File: src/rtl/run_ctrl_pkg.sv
// Shared state encodings and parameter defaults for the CPU run controller.
package run_ctrl_pkg;

  typedef enum logic [1:0] {
    ST_STOPPED = 2'd0,
    ST_RUN     = 2'd1,
    ST_STEP    = 2'd2,
    ST_DRAIN   = 2'd3
  } state_t;

  // 10 ms of stable level at a 4 MHz system clock
  localparam int DEB_CYCLES_DEF = 40000;
  localparam int CNT_W_DEF      = 16;

  function automatic logic cpu_active(input state_t s);
    return s != ST_STOPPED;
  endfunction

  function automatic logic led_on(input state_t s);
    return (s == ST_RUN) || (s == ST_DRAIN);
  endfunction

endpackage

File: src/rtl/debounce.sv
// Button conditioner: 2-FF synchronizer, stability counter, press pulse.
module debounce
  import run_ctrl_pkg::*;
#(
  parameter int DEB_CYCLES = DEB_CYCLES_DEF,
  parameter int CNT_W      = CNT_W_DEF
) (
  input  logic clk,
  input  logic reset,
  input  logic i_btn,
  output logic o_press
);

  localparam logic [CNT_W-1:0] LP_LAST =
    CNT_W'(DEB_CYCLES - 1);

  logic             r_s1;
  logic             r_s2;
  logic             r_level;
  logic             r_press;
  logic [CNT_W-1:0] r_cnt;
  logic             w_diff;
  logic             w_flip;

  assign w_diff = r_s2 != r_level;
  assign w_flip = w_diff && (r_cnt == LP_LAST);

  // Pulse is registered alongside the level so it aligns with the 0->1 edge
  always_ff @(posedge clk or posedge reset) begin
    if (reset) begin
      r_s1    <= 1'b0;
      r_s2    <= 1'b0;
      r_level <= 1'b0;
      r_press <= 1'b0;
      r_cnt   <= '0;
    end else begin
      r_s1    <= i_btn;
      r_s2    <= r_s1;
      r_press <= w_flip && r_s2;
      if (!w_diff) begin
        r_cnt <= '0;
      end else if (w_flip) begin
        r_cnt   <= '0;
        r_level <= r_s2;
      end else begin
        r_cnt <= r_cnt + CNT_W'(1);
      end
    end
  end

  assign o_press = r_press;

endmodule

File: src/rtl/run_ctrl.sv
// Front-panel run/stop/step controller producing the CPU clock enable.
module run_ctrl
  import run_ctrl_pkg::*;
#(
  parameter int DEB_CYCLES = DEB_CYCLES_DEF,
  parameter int CNT_W      = CNT_W_DEF
) (
  input  logic       clk,
  input  logic       reset,
  input  logic       btn_run,
  input  logic       btn_stop,
  input  logic       btn_step,
  input  logic       instr_done,
  input  logic       halt_req,
  output logic       cpu_en,
  output logic       running,
  output logic [1:0] state_o
);

  logic   w_run_p;
  logic   w_stop_p;
  logic   w_step_p;
  state_t r_state;
  state_t w_next;
  logic   r_cpu_en;

  debounce #(
    .DEB_CYCLES(DEB_CYCLES),
    .CNT_W     (CNT_W)
  ) u_deb_run (
    .clk    (clk),
    .reset  (reset),
    .i_btn  (btn_run),
    .o_press(w_run_p)
  );

  debounce #(
    .DEB_CYCLES(DEB_CYCLES),
    .CNT_W     (CNT_W)
  ) u_deb_stop (
    .clk    (clk),
    .reset  (reset),
    .i_btn  (btn_stop),
    .o_press(w_stop_p)
  );

  debounce #(
    .DEB_CYCLES(DEB_CYCLES),
    .CNT_W     (CNT_W)
  ) u_deb_step (
    .clk    (clk),
    .reset  (reset),
    .i_btn  (btn_step),
    .o_press(w_step_p)
  );

  // Priority: halt_req > instr_done > stop > step > run
  always_comb begin
    w_next = r_state;
    unique case (r_state)
      ST_STOPPED: begin
        if (w_step_p)
          w_next = ST_STEP;
        else if (w_run_p)
          w_next = ST_RUN;
      end
      ST_RUN: begin
        if (halt_req)
          w_next = ST_STOPPED;
        else if (w_stop_p)
          w_next = ST_DRAIN;
      end
      ST_STEP,
      ST_DRAIN: begin
        if (halt_req || instr_done)
          w_next = ST_STOPPED;
      end
    endcase
  end

  // Enable tracks the next state so it drops on the terminating edge
  always_ff @(posedge clk or posedge reset) begin
    if (reset) begin
      r_state  <= ST_STOPPED;
      r_cpu_en <= 1'b0;
    end else begin
      r_state  <= w_next;
      r_cpu_en <= cpu_active(w_next);
    end
  end

  assign cpu_en  = r_cpu_en;
  assign running = led_on(r_state);
  assign state_o = r_state;

endmodule

File: config.mk
export PLATFORM = sky130hd
export DESIGN_NAME = run_ctrl
export DESIGN_NICKNAME = d
export VERILOG_FILES = /design/src/rtl/run_ctrl_pkg.sv /design/src/rtl/debounce.sv /design/src/rtl/run_ctrl.sv
export SDC_FILE = /design/constraint.sdc
export NUM_CORES = 1
export LEC_CHECK = 0
export CAP_MARGIN = 20
export CELL_PAD_IN_SITES_DETAIL_PLACEMENT = 1
export CELL_PAD_IN_SITES_GLOBAL_PLACEMENT = 1
export CORE_MARGIN = 2
export CORE_UTILIZATION = 43
export CTS_BUF_LIST = sky130_fd_sc_hd__clkbuf_8 sky130_fd_sc_hd__clkbuf_16
export DETAILED_ROUTE_END_ITERATION = 10
export PLACE_DENSITY_LB_ADDON = 0.1
export SYNTH_ARGS = -nofsm -noshare
export SYNTH_HDL_FRONTEND = slang
export SYNTH_SLANG_ARGS = --single-unit
File: constraint.sdc
create_clock -name clk -period 2.3 [get_ports clk]
set_clock_uncertainty 0.15 [all_clocks]
set_input_delay 0.69 -clock clk [delete_from_list [all_inputs] [get_ports clk]]
set_output_delay 0.69 -clock clk [all_outputs]
set_load 0.02 [all_outputs]
After elaboration in Yosys (flattened, before gate mapping)
Cells that the tools add are included.
Widths: inputs -> output; s select.
{ "word_totals": {"in_bits": 7, "out_inout_bits": 4, "elab_cells": 55, "regBits": 63} }
{ "op_classes": {"mux": 12, "n_reduce_logical": 14, "n_addsub": 3, "eq_ne": 9} }
{ "op_table": {"columns": ["op", "n"], "rows": [
  ["$mux 16", 6],
  ["$add 16x1->16 const B", 3],
  ["$eq 16x16->1 const B", 3],
  ["$mux 2", 5],
  ["$logic_and 1x1->1", 6],
  ["$pmux 2 s3", 1],
  ["$reduce_and 2->1", 3],
  ["$eq 2x2->1 const B", 2],
  ["$ne 1x1->1", 3],
  ["$eq 2x1->1 const B", 1],
  ["$logic_not 2->1", 1],
  ["$logic_or 1x1->1", 2],
  ["$reduce_bool 2->1", 1],
  ["$reduce_or 2->1", 1]
]} }

Logic depth before layout (Yosys ltp)
Gate-level depths: netlist of the first run.
{ "depth": {"word_depth": 4, "ltp_mapped": 6, "ltp_nobuf": 5} }

Modules after synthesis
From an unflattened synthesis of the first run, not the netlist that was laid out.
{ "unflattened": {"hier_cells": 276, "hier_area_um2": 2946.6} }
{ "by_module_without_submodules": {"columns": ["module", "cells_each", "n_inst", "area_per_inst_um2", "seq_area_each_um2"], "rows": [
  ["debounce", 87, 3, 930.9, 500.5],
  ["run_ctrl", 15, 1, 153.9, 75.1]
]} }

Worst setup path after synthesis of the first run
OpenSTA, ideal clock, no wires.
{ "synth_path": {"kind": "register to register", "from": "register u_deb_stop.r_cnt[0]", "to": "register u_deb_stop.r_level", "stages_incl_launch_ff": 5, "required_time_ns": 2.025, "n_path_buf": 0, "setup_ns": 0.125, "arrival_ns": 1.799, "slack_ns": 0.226, "period_less_slack_ns": 2.074, "cell_sequence": "dfrtp_1 > ha_1 > or4b_1 > or4_4 > mux2_4"} }
{ "synth_between": {"elab_chain_cells": 3} }
{ "synth_lines": {"columns": ["item", "line_no", "text"], "rows": [
  ["start, declared", "debounce.sv:21", "logic [CNT_W-1:0] r_cnt;"],
  ["start signal, assigned", "debounce.sv:46", "r_cnt <= r_cnt + CNT_W'(1);"],
  ["$eq 16x16->1", "debounce.sv:26", "assign w_flip = w_diff && (r_cnt == LP_LAST);"],
  ["$logic_and 1x1->1", "debounce.sv:26", null],
  ["$reduce_and 2->1 (no source line)", null, null],
  ["end signal, assigned", "debounce.sv:44", "r_level <= r_s2;"],
  ["end, declared", "debounce.sv:19", "logic r_level;"]
]} }
Every way passes these cells.
A chain may end at the register's enable or synchronous reset.

Final worst setup path of the first run
{ "layout_path": {"from": "register r_state[1] (netlist: state_o[1])", "to": "output port state_o[1]"} }
{ "layout_rtl": {"columns": ["item", "line_no", "text"], "rows": [
  ["start, declared", "run_ctrl.sv:23", "state_t r_state;"],
  ["start signal, assigned", "run_ctrl.sv:87", "r_state <= w_next;"],
  ["end, declared", "run_ctrl.sv:17", "output logic [1:0] state_o"]
]} }
No word-level cell between the ends.

==> impl_metrics.tcl, run 1 <==
set metrics [dict create \
    power.net_switching_mw 0.5105 \
    power.static_leakage_nw 1.377 \
    grt_pass1_wl_um 10180 \
    worstSetupPathType "flop to primary output" \
    crit-reg2reg-capture "u_deb_stop.r_level" \
    timing.setup.tns_ps 0 \
    clk_pin_slew_ps 70 \
    worst_setup_path_end_kind "primary output" \
    worst_path_max_delay_cell "sky130_fd_sc_hd__clkdlybuf4s50_1" \
    timing.hold.worst.class "flop to flop" \
    synthesis.instances 271 \
    critical_path_required_ps 1460 \
    largest_net_degree_at_the_start_of_global_routing 64 \
    cts_root_buf "sky130_fd_sc_hd__clkbuf_8" \
    groute.usage.overall 0.1778 \
    final_hold_viol_count 0 \
    antenna_cells 0 \
    worst_path_dominant_cell_family "buffers and inverters" \
    first_iter_violations 59 \
    floorplan.initialDensity 0.4498 \
    power.density_nw_per_um2 707.2 \
    drc 0 \
    critical_path_peak_fanout 5 \
    critical_path_depth 1 \
    cp.arrival_ps 1350 \
    report.final.setup_viol 0 \
    rsz0062_at_grt "no" \
    clock.fmax_mhz 455.9 \
    vias_per_cell 5.461 \
    synth_area_per_cell_sq_um 10.66 \
    wire_per_inst_um 15.50 \
    synth.lib_cells_used.distinct 29 \
    overflow 0 \
    design.core.area_sq_um 6422 \
    antenna_found_initial 0 \
    clock_group_share_of_total_power 0.472 \
    cpPeakStageDelay_ps 620 \
    cts.path.max_buffers 2 \
    p_total_mw 2.340 \
    worst-path-buf-inv 1 \
    height_of_the_die_um 85.97 \
    synthesis.yosys.warnings 0 \
    worstPathCellList "clkdlybuf4s50_1" \
    area_delta_synth_final_pct 14.51 \
    remaining_max_slew_budget_at_the_tightest_pin 0.7570 \
    tritoncts_num_sinks 63 \
    worst_vdd_drop_uv 343.3 \
    max-cap-violations 0 \
    finalCritPeriodShare 0.9537 \
    critPathLaunch "state_o[1]" \
    routed_wirelength_um 5752 \
    seqPwrFrac 0.490 \
    rows 29 \
    clock_buffer_count_from_cts 9 \
    gp_congestion 0.7974 \
    tritoncts "yes" \
    htree_num_levels 3 \
    cell_internal_pwr_mw 1.829 \
    worstReg2RegStart "u_deb_stop.r_cnt[0]" \
    dieWidth_um 85.97 \
    syn_area_sq_um 2889 \
    worst_setup_path_endpoint "state_o[1]" \
    route.antenna.remaining_nets 0 \
    clk_latency_ps 340 \
    reg2reg_depth 4 \
    grt_pass1_vias 2112 \
    dieArea_sq_um 7390 \
    power.share.switching 0.2182 \
    drt_first_pass_iters 4 \
    hold_buffers 0 \
    io_buffers 10 \
    timing.hold.worst.start "u_deb_step.r_s1" \
    num-nets-final 299 \
    power.combinational.fraction 0.038 \
    r2r_setup_slack_ps 130 \
    synth.yosys.seq_area_share 0.5457 \
    post-route-min-period_ps 2193 \
    hpwl_um 3691 \
    transition_time_at_the_pin_with_the_least_slew_margin_ps 363.4 \
    drive_gt1_frac 0.1054 \
    synth.ff_latch_count 63 \
    detailroute.via_count 2026 \
    mappedNetlistNets 281 \
    final_max_slew_viol_count 0 \
    io_pins 11 \
    run_status "completed" \
    critPathLaunchType "flop" \
]
-- synth_stat cells --
cell type | n | area share
sky130_fd_sc_hd__nand4_1 | 12 | 0.026
sky130_fd_sc_hd__or4_4 | 3 | 0.012
sky130_fd_sc_hd__or2_2 | 1 | 0.0022
sky130_fd_sc_hd__nor2_1 | 53 | 0.069
sky130_fd_sc_hd__nand4_2 | 1 | 0.0043
sky130_fd_sc_hd__or3_1 | 2 | 0.0043
sky130_fd_sc_hd__nor3_1 | 9 | 0.016
sky130_fd_sc_hd__xor2_1 | 8 | 0.024
sky130_fd_sc_hd__buf_6 | 3 | 0.012
sky130_fd_sc_hd__a31o_2 | 1 | 0.0030
sky130_fd_sc_hd__or4b_1 | 4 | 0.014
sky130_fd_sc_hd__xnor2_1 | 36 | 0.11
sky130_fd_sc_hd__a32o_1 | 1 | 0.0035
sky130_fd_sc_hd__nor4_1 | 14 | 0.030
sky130_fd_sc_hd__a21oi_1 | 2 | 0.0035
sky130_fd_sc_hd__o21a_1 | 1 | 0.0026
sky130_fd_sc_hd__and3_1 | 4 | 0.0087
sky130_fd_sc_hd__nand2_1 | 10 | 0.013
sky130_fd_sc_hd__and3_2 | 1 | 0.0026
sky130_fd_sc_hd__nand3_1 | 16 | 0.028
sky130_fd_sc_hd__ha_1 | 3 | 0.013
sky130_fd_sc_hd__mux2_4 | 3 | 0.016
sky130_fd_sc_hd__dfrtp_1 | 63 | 0.55
sky130_fd_sc_hd__o22ai_1 | 1 | 0.0022
sky130_fd_sc_hd__nor3b_1 | 3 | 0.0078
sky130_fd_sc_hd__clkbuf_1 | 1 | 0.0013
sky130_fd_sc_hd__inv_1 | 11 | 0.014
sky130_fd_sc_hd__nand2_4 | 3 | 0.012
sky130_fd_sc_hd__o21ai_0 | 1 | 0.0017
-- what timing repair did --
action	in CTS	in global routing
gates resized for setup	0	2
setup endpoints to repair	0	2
setup buffers	0	0
-- final cells by class --
cell class	instances	area, sq um
clock buffer	11	151.4
clock inverter	5	80.08
fill	687	3114
inverter	11	45.04
multi-input combinational	193	1234
sequential	63	1577
tap	77	96.34
timing repair buffer	11	125.1
-- cells by family (layout without fill, tap and decap cells) --
group | Yosys count | after routing | share of synthesized area
and+or+nand+nor | 136 | 136 | 0.2486
DFF | 63 | 63 | 0.5457
xor gates and xnor gates | 44 | 44 | 0.1334
buffers and inverters | 15 | 38 | 0.02728
AOI/OAI and AO/OA | 7 | 7 | 0.01646
adders and majority gates | 3 | 3 | 0.01299
muxes | 3 | 3 | 0.01559
-- worst reg2reg max path, stage by stage, from the launching register on --
cell	delay (ps)
sky130_fd_sc_hd__dfrtp_1	410
sky130_fd_sc_hd__ha_1	260
sky130_fd_sc_hd__or4b_1	460
sky130_fd_sc_hd__or4_4	480
sky130_fd_sc_hd__mux2_4	310
-- power by group through the flow --
stage / Sequential [mW] / Clock [mW] / Combinational (mW)
after global placement: 1.17 / 0 / 0.0899
final: 1.15 / 1.10 / 0.0882
after CTS: 1.15 / 1.14 / 0.0915
after detailed placement: 1.17 / 0 / 0.0912
after floorplan: 1.17 / 0 / 0.0574
after global routing: 1.15 / 1.18 / 0.102
-- flip-flops by register name, summed over array words and instances (netlist names) --
name                flops
u_deb_run.r_s2          1
u_deb_step.r_s2         1
u_deb_stop.o_press      1
u_deb_step.r_cnt       16
u_deb_stop.r_s1         1
state_o                 2
u_deb_run.o_press       1
u_deb_step.r_s1         1
u_deb_stop.r_s2         1
u_deb_run.r_s1          1
u_deb_run.r_cnt        16
u_deb_step.r_level      1
u_deb_stop.r_level      1
cpu_en                  1
u_deb_run.r_level       1
u_deb_step.o_press      1
u_deb_stop.r_cnt       16
-- routing by layer --
metal / routed length, um / share of wire / up-vias / global-route usage
met1: 2790 / 0.49 / 1025 / 0.2360
met5: 0 / 0 / - / 0
met3: 141 / 0.025 / 10 / 0.03272
met4: 110 / 0.019 / 0 / 0.08658
li1: - / - / 969 / -
met2: 2710 / 0.47 / 22 / 0.2805
-- cells in the final DEF, fill, tap and decap left out, drive strengths merged, types with 4 or more instances in the layout --
| master | count |
|---|---|
| nand2 | 13 |
| clkbuf | 11 |
| dfrtp | 63 |
| nor2 | 53 |
| clkdlybuf4s50 | 8 |
| nor4 | 14 |
| xnor2 | 36 |
| inv | 10 |
| nand4 | 13 |
| nand3 | 16 |
| nor3 | 9 |
| or4b | 4 |
| xor2 | 8 |
| and3 | 5 |
-- worst min-delay path by stage --
| stage | slack, ps | end | cells after the start |
|---|---|---|---|
| CTS | 200 | u_deb_step.r_s2 | 0 |
| detailed placement | 190 | u_deb_step.r_s2 | 0 |
| global placement | 180 | u_deb_step.r_s2 | 0 |
| finish | 200 | u_deb_step.r_s2 | 0 |
| floorplan | 180 | u_deb_run.r_s2 | 0 |
| global route | 210 | u_deb_step.r_s2 | 0 |
-- metrics by stage --
stage | std cells | setup WS [ps] | hold slack [ps] | area, sq um | util
floorplan | 271 | 225.8 | 181.2 | 2893 | -
global placement | 355 | 184.9 | 182.5 | 3072 | 0.4783
detailed placement | 355 | 134.7 | 186.5 | 3072 | 0.4783
CTS | 371 | 14.12 | 202.5 | 3303 | 0.5143
global route | 371 | 44.00 | 212.5 | 3308 | 0.5151
finish | 371 | 106.6 | 199.1 | 3308 | 0.5151
No activity file was read; power rests on OpenSTA's default activity.
==> inputs of run 2 (changes only) <==
Settings changed: CAP_MARGIN 20 to default, CTS_CLUSTER_DIAMETER from default to 150.
==> results of run 2 <==
The final DEF is identical to that of run 1; final timing and power are the same.
